**src/rtl/fetch_pkg.sv**
```systemverilog
// Shared types and constants for the instruction fetch stage.
package fetch_pkg;

   localparam int unsigned FETCH_XLEN = 32;
   localparam logic [FETCH_XLEN-1:0] NOP_INSTR_DEFAULT = 32'h0000_0000;

   typedef enum logic [1:0] {
      FS_REQ   = 2'd0,
      FS_HOLD  = 2'd1,
      FS_DRAIN = 2'd2
   } fetch_state_t;

   typedef struct packed {
      logic                  valid;
      logic [FETCH_XLEN-1:0] instr;
      logic [FETCH_XLEN-1:0] pc;
      logic [FETCH_XLEN-1:0] pc_plus4;
   } if_id_t;

   // Sequential PC; wraps mod 2^FETCH_XLEN.
   function automatic logic [FETCH_XLEN-1:0] calc_pc_plus4(input logic [FETCH_XLEN-1:0] pc);
      return pc + FETCH_XLEN'(4);
   endfunction

endpackage

```
**src/rtl/if_id_register.sv**
```systemverilog
// IF/ID pipeline register: flush beats stall beats load; otherwise a bubble is inserted.
module if_id_register
   import fetch_pkg::*;
#(
   parameter logic [FETCH_XLEN-1:0] NOP_INSTR = NOP_INSTR_DEFAULT
) (
   input  logic   clk_i,
   input  logic   rst_i,
   input  logic   flush_i,
   input  logic   stall_i,
   input  logic   load_i,
   input  if_id_t data_i,
   output if_id_t q_o
);

   if_id_t q_q, q_d;

   // Next-state selection in priority order.
   always_comb begin
      q_d = q_q;
      if (flush_i) begin
         q_d.valid = 1'b0;
         q_d.instr = NOP_INSTR;
      end else if (stall_i) begin
         q_d = q_q;
      end else if (load_i) begin
         q_d = data_i;
      end else begin
         q_d.valid = 1'b0;
         q_d.instr = NOP_INSTR;
      end
   end

   // State register with asynchronous reset to an empty NOP slot.
   always_ff @(posedge clk_i or posedge rst_i) begin
      if (rst_i) begin
         q_q.valid    <= 1'b0;
         q_q.instr    <= NOP_INSTR;
         q_q.pc       <= '0;
         q_q.pc_plus4 <= '0;
      end else begin
         q_q <= q_d;
      end
   end

   assign q_o = q_q;

endmodule

```
**src/rtl/instruction_fetch_stage.sv**
```systemverilog
// Instruction fetch stage: issues imem requests for pc_i, absorbs wait states, stalls and
// flushes, and fills the IF/ID register. Optional IFETCH_PERF_CNT_EN adds fetch and
// wait-cycle counters. if_id_t is sized by FETCH_XLEN, so XLEN must match it.
module instruction_fetch_stage
   import fetch_pkg::*;
#(
   parameter int unsigned      XLEN      = FETCH_XLEN,
   parameter logic [XLEN-1:0]  NOP_INSTR = NOP_INSTR_DEFAULT
) (
   input  logic            clk,
   input  logic            reset,
   input  logic [XLEN-1:0] pc_i,
   output logic            pc_en_o,
   output logic            imem_req_o,
   output logic [XLEN-1:0] imem_addr_o,
   input  logic            imem_ready_i,
   input  logic [XLEN-1:0] imem_rdata_i,
   input  logic            stall_i,
   input  logic            flush_i,
   output logic            if_id_valid_o,
   output logic [XLEN-1:0] if_id_instr_o,
   output logic [XLEN-1:0] if_id_pc_o,
   output logic [XLEN-1:0] if_id_pc_plus4_o
`ifdef IFETCH_PERF_CNT_EN
  ,output logic [31:0]     fetch_count_o,
   output logic [31:0]     wait_cycles_o
`endif
);

   fetch_state_t    state_q, state_d;
   if_id_t          buf_q, buf_d;
   logic [XLEN-1:0] drain_addr_q, drain_addr_d;

   if_id_t          fetch_word;
   if_id_t          if_id_q;
   logic            req;
   logic            in_req, in_hold;
   logic            if_id_load;

   assign in_req  = (state_q == FS_REQ);
   assign in_hold = (state_q == FS_HOLD);

   assign fetch_word = '{valid: 1'b1, instr: imem_rdata_i, pc: pc_i,
                         pc_plus4: calc_pc_plus4(pc_i)};

   // Memory request and address; both held stable until imem_ready_i.
   always_comb begin
      req         = 1'b0;
      imem_addr_o = pc_i;
      case (state_q)
         FS_REQ:   req = 1'b1;
         FS_DRAIN: begin
            req         = 1'b1;
            imem_addr_o = drain_addr_q;
         end
         default:  req = 1'b0;
      endcase
   end

   assign imem_req_o = req & ~reset;
   // PC advances on a completed fetch or loads the redirect target on a flush.
   assign pc_en_o    = ~reset & (flush_i | (in_req & imem_ready_i));

   // FSM next state, skid buffer and drain address.
   always_comb begin
      state_d      = state_q;
      buf_d        = buf_q;
      drain_addr_d = drain_addr_q;
      case (state_q)
         FS_REQ: begin
            if (imem_ready_i) begin
               if (!flush_i && stall_i) begin
                  buf_d   = fetch_word;
                  state_d = FS_HOLD;
               end
            end else if (flush_i) begin
               // Outstanding request must complete at its original address.
               drain_addr_d = pc_i;
               state_d      = FS_DRAIN;
            end
         end
         FS_HOLD: begin
            if (flush_i || !stall_i) state_d = FS_REQ;
         end
         FS_DRAIN: begin
            if (imem_ready_i) state_d = FS_REQ;
         end
         default: state_d = FS_REQ;
      endcase
   end

   // FSM, buffer and drain-address registers.
   always_ff @(posedge clk or posedge reset) begin
      if (reset) begin
         state_q      <= FS_REQ;
         buf_q        <= '0;
         drain_addr_q <= '0;
      end else begin
         state_q      <= state_d;
         buf_q        <= buf_d;
         drain_addr_q <= drain_addr_d;
      end
   end

   // HOLD only reaches the load path once stall and flush are both low.
   assign if_id_load = (in_req & imem_ready_i) | in_hold;

   if_id_register #(
      .NOP_INSTR (NOP_INSTR)
   ) u_if_id (
      .clk_i   (clk),
      .rst_i   (reset),
      .flush_i (flush_i),
      .stall_i (stall_i),
      .load_i  (if_id_load),
      .data_i  (in_hold ? buf_q : fetch_word),
      .q_o     (if_id_q)
   );

   assign if_id_valid_o    = if_id_q.valid;
   assign if_id_instr_o    = if_id_q.instr;
   assign if_id_pc_o       = if_id_q.pc;
   assign if_id_pc_plus4_o = if_id_q.pc_plus4;

`ifdef IFETCH_PERF_CNT_EN
   logic [31:0] fetch_count_q, wait_cycles_q;
   logic        word_used;

   // A word counts only when it actually enters IF/ID.
   assign word_used = ~flush_i & ~stall_i & if_id_load;

   // Free-running wrapping performance counters.
   always_ff @(posedge clk or posedge reset) begin
      if (reset) begin
         fetch_count_q <= '0;
         wait_cycles_q <= '0;
      end else begin
         if (word_used) fetch_count_q <= fetch_count_q + 32'd1;
         if (req && !imem_ready_i) wait_cycles_q <= wait_cycles_q + 32'd1;
      end
   end

   assign fetch_count_o = fetch_count_q;
   assign wait_cycles_o = wait_cycles_q;
`endif

endmodule

```
**config.mk**
```make
export PLATFORM = sky130hd
export DESIGN_NAME = instruction_fetch_stage
export DESIGN_NICKNAME = d
export VERILOG_FILES = /design/src/rtl/fetch_pkg.sv /design/src/rtl/if_id_register.sv /design/src/rtl/instruction_fetch_stage.sv
export SDC_FILE = /design/constraint.sdc
export NUM_CORES = 1
export LEC_CHECK = 0
export ABC_AREA = 1
export CAP_MARGIN = 10
export CELL_PAD_IN_SITES_DETAIL_PLACEMENT = 1
export CELL_PAD_IN_SITES_GLOBAL_PLACEMENT = 2
export CORE_MARGIN = 2
export CORE_UTILIZATION = 27
export DETAILED_ROUTE_END_ITERATION = 16
export PLACE_DENSITY = 0.79
export SLEW_MARGIN = 40
export SYNTH_ARGS = -nofsm -noshare
export SYNTH_HDL_FRONTEND = slang
export SYNTH_SLANG_ARGS = --single-unit
```
**constraint.sdc**
```tcl
create_clock -name clk -period 6.7 [get_ports clk]
set_input_delay 1.005 -clock clk [delete_from_list [all_inputs] [get_ports clk]]
set_output_delay 1.005 -clock clk [all_outputs]
set_load 0.02 [all_outputs]
```
==> results of run 1 <==
==> layer usage <==
metal / global-route usage, % / vias up / wire, um
met4: 2.87 / 0 / 378
met2: 27.3 / 185 / 15100
li1: - / 4539 / -
met1: 25.0 / 4408 / 16900
met3: 2.38 / 28 / 1530
met5: 0 / - / 0
==> state kept, by name (all words and copies together) (netlist names) <==
signal and count:
u_if_id.q_o 95, buf_q 95, state_q 2, drain_addr_q 32
==> per-stage QoR <==
step                worst slack [ns]  hold slack, ns
finish                          2.79           0.471
global route                    2.62           0.503
CTS                             2.72           0.474
detailed placement              2.87           0.459
global placement                2.92           0.454
floorplan                       2.77           0.440
==> worst max-delay path by stage <==
stage / to / slack, ns / from / cells past startpoint
floorplan: buf_q[10]$_DFFE_PP0P_ / 2.77 / reset / 1
global placement: imem_addr_o[31] / 2.92 / pc_i[31] / 4
detailed placement: u_if_id.q_o[29]$_DFFE_PP0P_ / 2.87 / imem_ready_i / 9
CTS: imem_addr_o[31] / 2.72 / state_q[0]$_DFFE_PP0P_ / 6
global route: imem_addr_o[31] / 2.62 / state_q[0]$_DFFE_PP0P_ / 6
finish: imem_addr_o[31] / 2.79 / state_q[0]$_DFFE_PP0P_ / 6
==> cell families after synthesis <==
family,count (synthesis)
and+or+nand+nor,613
buffers and inverters,175
xor gates and xnor gates,8
AOI/OAI and AO/OA,296
DFF,224
adders and majority gates,1
==> final cells by class <==
class | instances | share of cell area (%)
multi-input cells | 918 | 29.2
clock buffers | 40 | 6.18
well taps | 511 | 4.66
flip-flops and latches | 224 | 40.9
inverters | 96 | 2.68
repair buffers | 213 | 15.5
clock inverters | 9 | 0.894
==> where the power goes <==
group	switching, uW	internal, uW
logic	631	474
clock network	586	984
registers	174	1660
==> cell usage in the layout, fill, tap and decap left out, drive strengths merged <==
master,instances
a21oi,57
a31oi,43
and2,1
buf,14
bufinv,3
clkbuf,40
clkdlybuf4s50,199
clkinv,6
clkinvlp,2
dfrtp,224
ha,1
inv,94
nand2,433
nand3,28
nor2,150
o21ai,196
or2,1
xnor2,2
xor2,6
==> reports/results.ini, run 1 <==
[logic_synthesis]
yosys-top-cells-count=432 x nand2_1, 224 x dfrtp_1, 164 x o21ai_0
synthAdderAreaFrac_pct=0.122
synth.yosys.warnings=0
synth_xor_area_share_pct=0.681
synth-async-reset-ratio_pct=100
synth_area_leader_cell=dfrtp_1
yosysMostFrequentCell=nand2_1
synth.top_cell.area_share_pct=54.4
ys_seq_area_share_pct=54.4
muxShareOfSynthArea_pct=0
synth-edff-count=0
yosys.area_share.simple_pct=22.9
synthFlopType=dfrtp_1
synth_top_family_by_area=simple AND/OR/NAND/NOR gates
yosys-top-cells-area=dfrtp_1 54%, nand2_1 16%, o21ai_0 8.0%, nor2_1 5.3%, inv_1 3.4%
synth_area_mm2=0.0103
synth.ff_latch_count=224
synth_area_per_cell_um2=7.82
synth.distinct_cells=23
synth_compound_area_share_pct=15.0
netlist_instances=1317
syn_nets=1387

[setup_path]
critPathLaunchType=register
timing.rr.start=state_q[0]$_DFFE_PP0P_
crit_required_ns=5.69
crit_fanout=65
end_kind=output pin
cp_slowest_cell=clkdlybuf4s50_1
arrival_ns=2.90
cpPeakStageDelay_ns=0.71
timing.rr.end=u_if_id.q_o[29]$_DFFE_PP0P_
r2r_slack_ns=4.07
critical_path_class=reg2out
path_delay_family=buffers and inverters
critical_path_buf_inv_count=3
reg2regPathDepth=10
crit_chain=inv_2, nand2_2, buf_4, nor2_1, a21oi_1, clkdlybuf4s50_1

[route]
drc=0
drt_first_pass_iters=5
wl_per_cell_um=16.9
drt-initial-drc-count=434
routed_wl_mm=33.9
vias=9160
viasPerCell=4.55
antenna_left=0

[sta]
hold_viol=0
worstMarginPinSlew_ns=0.804
clock_skew_ns=0.0168
relSlewSlack_pct=46.4
period_needed_ns=3.91
fin_setup_tns_ns=0
setup_viol=0
period_share_pct=58.3
grt_setup_unrepaired=no
drv_slew=0
max_clock_freq_ghz=0.256

[min_path]
hold_class=reg2reg
min_from=buf_q[96]$_DFFE_PP0P_
whs_endpoint=buf_q[96]$_DFFE_PP0P_
whs_path_depth=1

[global_route]
grt_use_total_pct=17.1
grt_antenna_before_repair=0
grt_pass1_vias=9264
grt_max_degree=83
grt_first_pass_wirelength_mm=53.3
grt.overflow.total=0

[power]
p_leak_uw=0.00633
power.density_mw_per_mm2=329
peakVddDrop_uv=167
finalPower_uw=4510

[cells_and_area]
final_util_pct=36.5
fin_nets=1551
drive_above_1_share_pct=5.07
diodes=0
final_area_mm2=0.0137
multi_input_area_mm2=0.00401
fill_cells=4518
areaGrowthSynthToFinish_pct=33.2
final_cells=2011
seqCellArea_mm2=0.00561

[cts]
insertion_delay_ns=0.54
cts_tree=built
cts_buffers=28
clkSlewWorstSetupHoldPaths_ns=0.06
ctsResizeCount=0
cts_max_level=1
cts_root_buf=clkbuf_16
hold_buffers=0
cts_buffer_depth=3
cts.sinks=224
cts_setup_buffers=0

[floorplan]
initial_utilization_pct=27.4
row_count=71
die_y_um=199
die_area_mm2=0.0397
io_pins=200
chipWidth_um=199
core-area_mm2=0.0376

[placement]
dp_hpwl_mm=23.2
place_inst=1961
gp_congestion=0.780
place_area_mm2=0.0127
io_buffers=199

[outcome]
status=complete, no violations

[flow_run]
maxCapViolations=0

Note: power is estimated with default switching activity, not from simulation.
==> inputs of run 2 (changes only) <==
Settings changed: CORE_UTILIZATION 27 to 30, PLACE_DENSITY 0.79 to 0.83.
Clock period 6.7 ns to 4.08 ns, I/O delays scaled along.
==> run 2 against run 1 <==
Total power is 62% higher. Combinational power rose by 65%. Non-clock buffer count grew 1. Clock skew grew 0.0050 ns. Cell count shrank 3.0%. Critical path depth unchanged. Register-to-register slack got worse by 2.5 ns. Via count grew 2.3%. Count of clock-buffer cells in the layout is 4 lower. Global-route usage rose by 2.1 points.
==> reports/results.ini, run 2 (synthesis gave the netlist of run 1 again) <==
[outcome]
status=complete, no violations

[sta]
drv_slew=0
setup_viol=0
clock_skew_ns=0.0218
relSlewSlack_pct=45.7
period_needed_ns=3.10
worstMarginPinSlew_ns=0.815
max_clock_freq_ghz=0.322
hold_viol=0
setup_ws_ns=0.976
period_share_pct=76.1
grt_setup_unrepaired=no
fin_setup_tns_ns=0

[min_path]
hold_class=reg2reg

[cts]
ctsResizeCount=0
cts_tree=built
cts.sinks=224
hold_buffers=0
cts_max_level=1
insertion_delay_ns=0.55
cts_setup_buffers=0
cts_buffer_depth=3
clkSlewWorstSetupHoldPaths_ns=0.06
cts_root_buf=clkbuf_16
cts_buffers=27

[setup_path]
cpPeakStageDelay_ns=0.69
timing.rr.end=u_if_id.q_o[89]$_DFFE_PP0N_
critPathLaunchType=register
crit_start=state_q[0]$_DFFE_PP0P_
end_kind=output pin
crit_fanout=65
timing.rr.start=state_q[0]$_DFFE_PP0P_
crit_required_ns=3.47
critical_path_class=reg2out
crit_chain=inv_2, nand2_2, buf_12, nor2_1, a21oi_1, clkdlybuf4s50_1
crit_path_end=imem_addr_o[31]
reg2regPathDepth=7
cp_slowest_cell=clkdlybuf4s50_1
r2r_slack_ns=1.60
arrival_ns=2.49

[cells_and_area]
diodes=0
fin_nets=1551
final_cells=1950
fill_cells=4055
final_common_cell=nand2_1
areaGrowthSynthToFinish_pct=32.3
layout_common_cells=430 x nand2_1, 224 x dfrtp_1, 199 x clkdlybuf4s50_1, 164 x o21ai_0, 144 x nor2_1
final_util_pct=40.4
drive_above_1_share_pct=5.19

[global_route]
grt_max_degree=82
grt_first_pass_wirelength_mm=54.8
grt_antenna_before_repair=0
grt.overflow.total=0
grt_use_total_pct=19.2
grt_pass1_vias=9551

[floorplan]
die_y_um=189
chipWidth_um=189
die_area_mm2=0.0358
io_pins=200
initial_utilization_pct=30.5
row_count=67
core-area_mm2=0.0337

[route]
drt-initial-drc-count=510
drc=0
vias=9371
wl_per_cell_um=17.5
antenna_left=0
routed_wl_mm=34.2
drt_first_pass_iters=4
viasPerCell=4.81

[placement]
place_inst=1900
dp_hpwl_mm=23.0
preCtsSetupSlack_ns=1.13
gp_congestion=0.801
io_buffers=199

[power]
power.density_mw_per_mm2=535
peakVddDrop_uv=290
p_leak_uw=0.00631

[flow_run]
maxCapViolations=0

[run 2: where the power goes]
part	switching [uW]	internal (uW)	total [uW]
Sequential	279	2730	3000
Combinational	1050	787	1830
Clock	999	1450	2450
[run 2: cell type report]
type	count	area, um2	area share [%]
clock buffer	36	769	5.65
inverter	96	368	2.70
tap	448	561	4.12
multi-input combinational	918	4010	29.4
clock inverter	14	134	0.983
timing repair buffer	214	2170	16.0
sequential	224	5610	41.2
[run 2: through the flow]
stage	instance area [um2]	hold WS [ns]	power, uW
CTS	13600	0.474	7410
finish	13600	0.468	7290
global placement	12700	0.454	4840
detailed placement	12700	0.459	4900
floorplan	10300	0.440	3980
global route	13600	0.495	7700
[run 2: layer usage]
layer  global-route usage (%)  share of wire [%]  vias to the layer above
li1                         -                  -                     4533
met1                     28.8                 51                     4617
met2                     30.1                 44                      189
met3                     2.37                3.9                       32
met4                     3.25                1.4                        0
met5                        0                  0                        -
[run 2: how the worst min path moves through the flow]
stage	startpoint	to	slack, ns	depth (start not counted)
2_1_floorplan	buf_q[96]$_DFFE_PP0P_	buf_q[96]$_DFFE_PP0P_	0.44	1
3_3_place_gp	buf_q[96]$_DFFE_PP0P_	buf_q[96]$_DFFE_PP0P_	0.45	1
3_5_place_dp	buf_q[37]$_DFFE_PP0P_	buf_q[37]$_DFFE_PP0P_	0.46	2
4_1_cts	buf_q[37]$_DFFE_PP0P_	buf_q[37]$_DFFE_PP0P_	0.47	2
5_1_grt	buf_q[96]$_DFFE_PP0P_	buf_q[96]$_DFFE_PP0P_	0.50	1
6_report	buf_q[96]$_DFFE_PP0P_	buf_q[96]$_DFFE_PP0P_	0.47	1
[run 2: worst max-delay path: cells and delay by family, from the launching register on]
family,cells,cell delay (ns)
compound gates,1,0.35
buf+inv,3,1.02
simple gates,2,0.15
flops,1,0.41
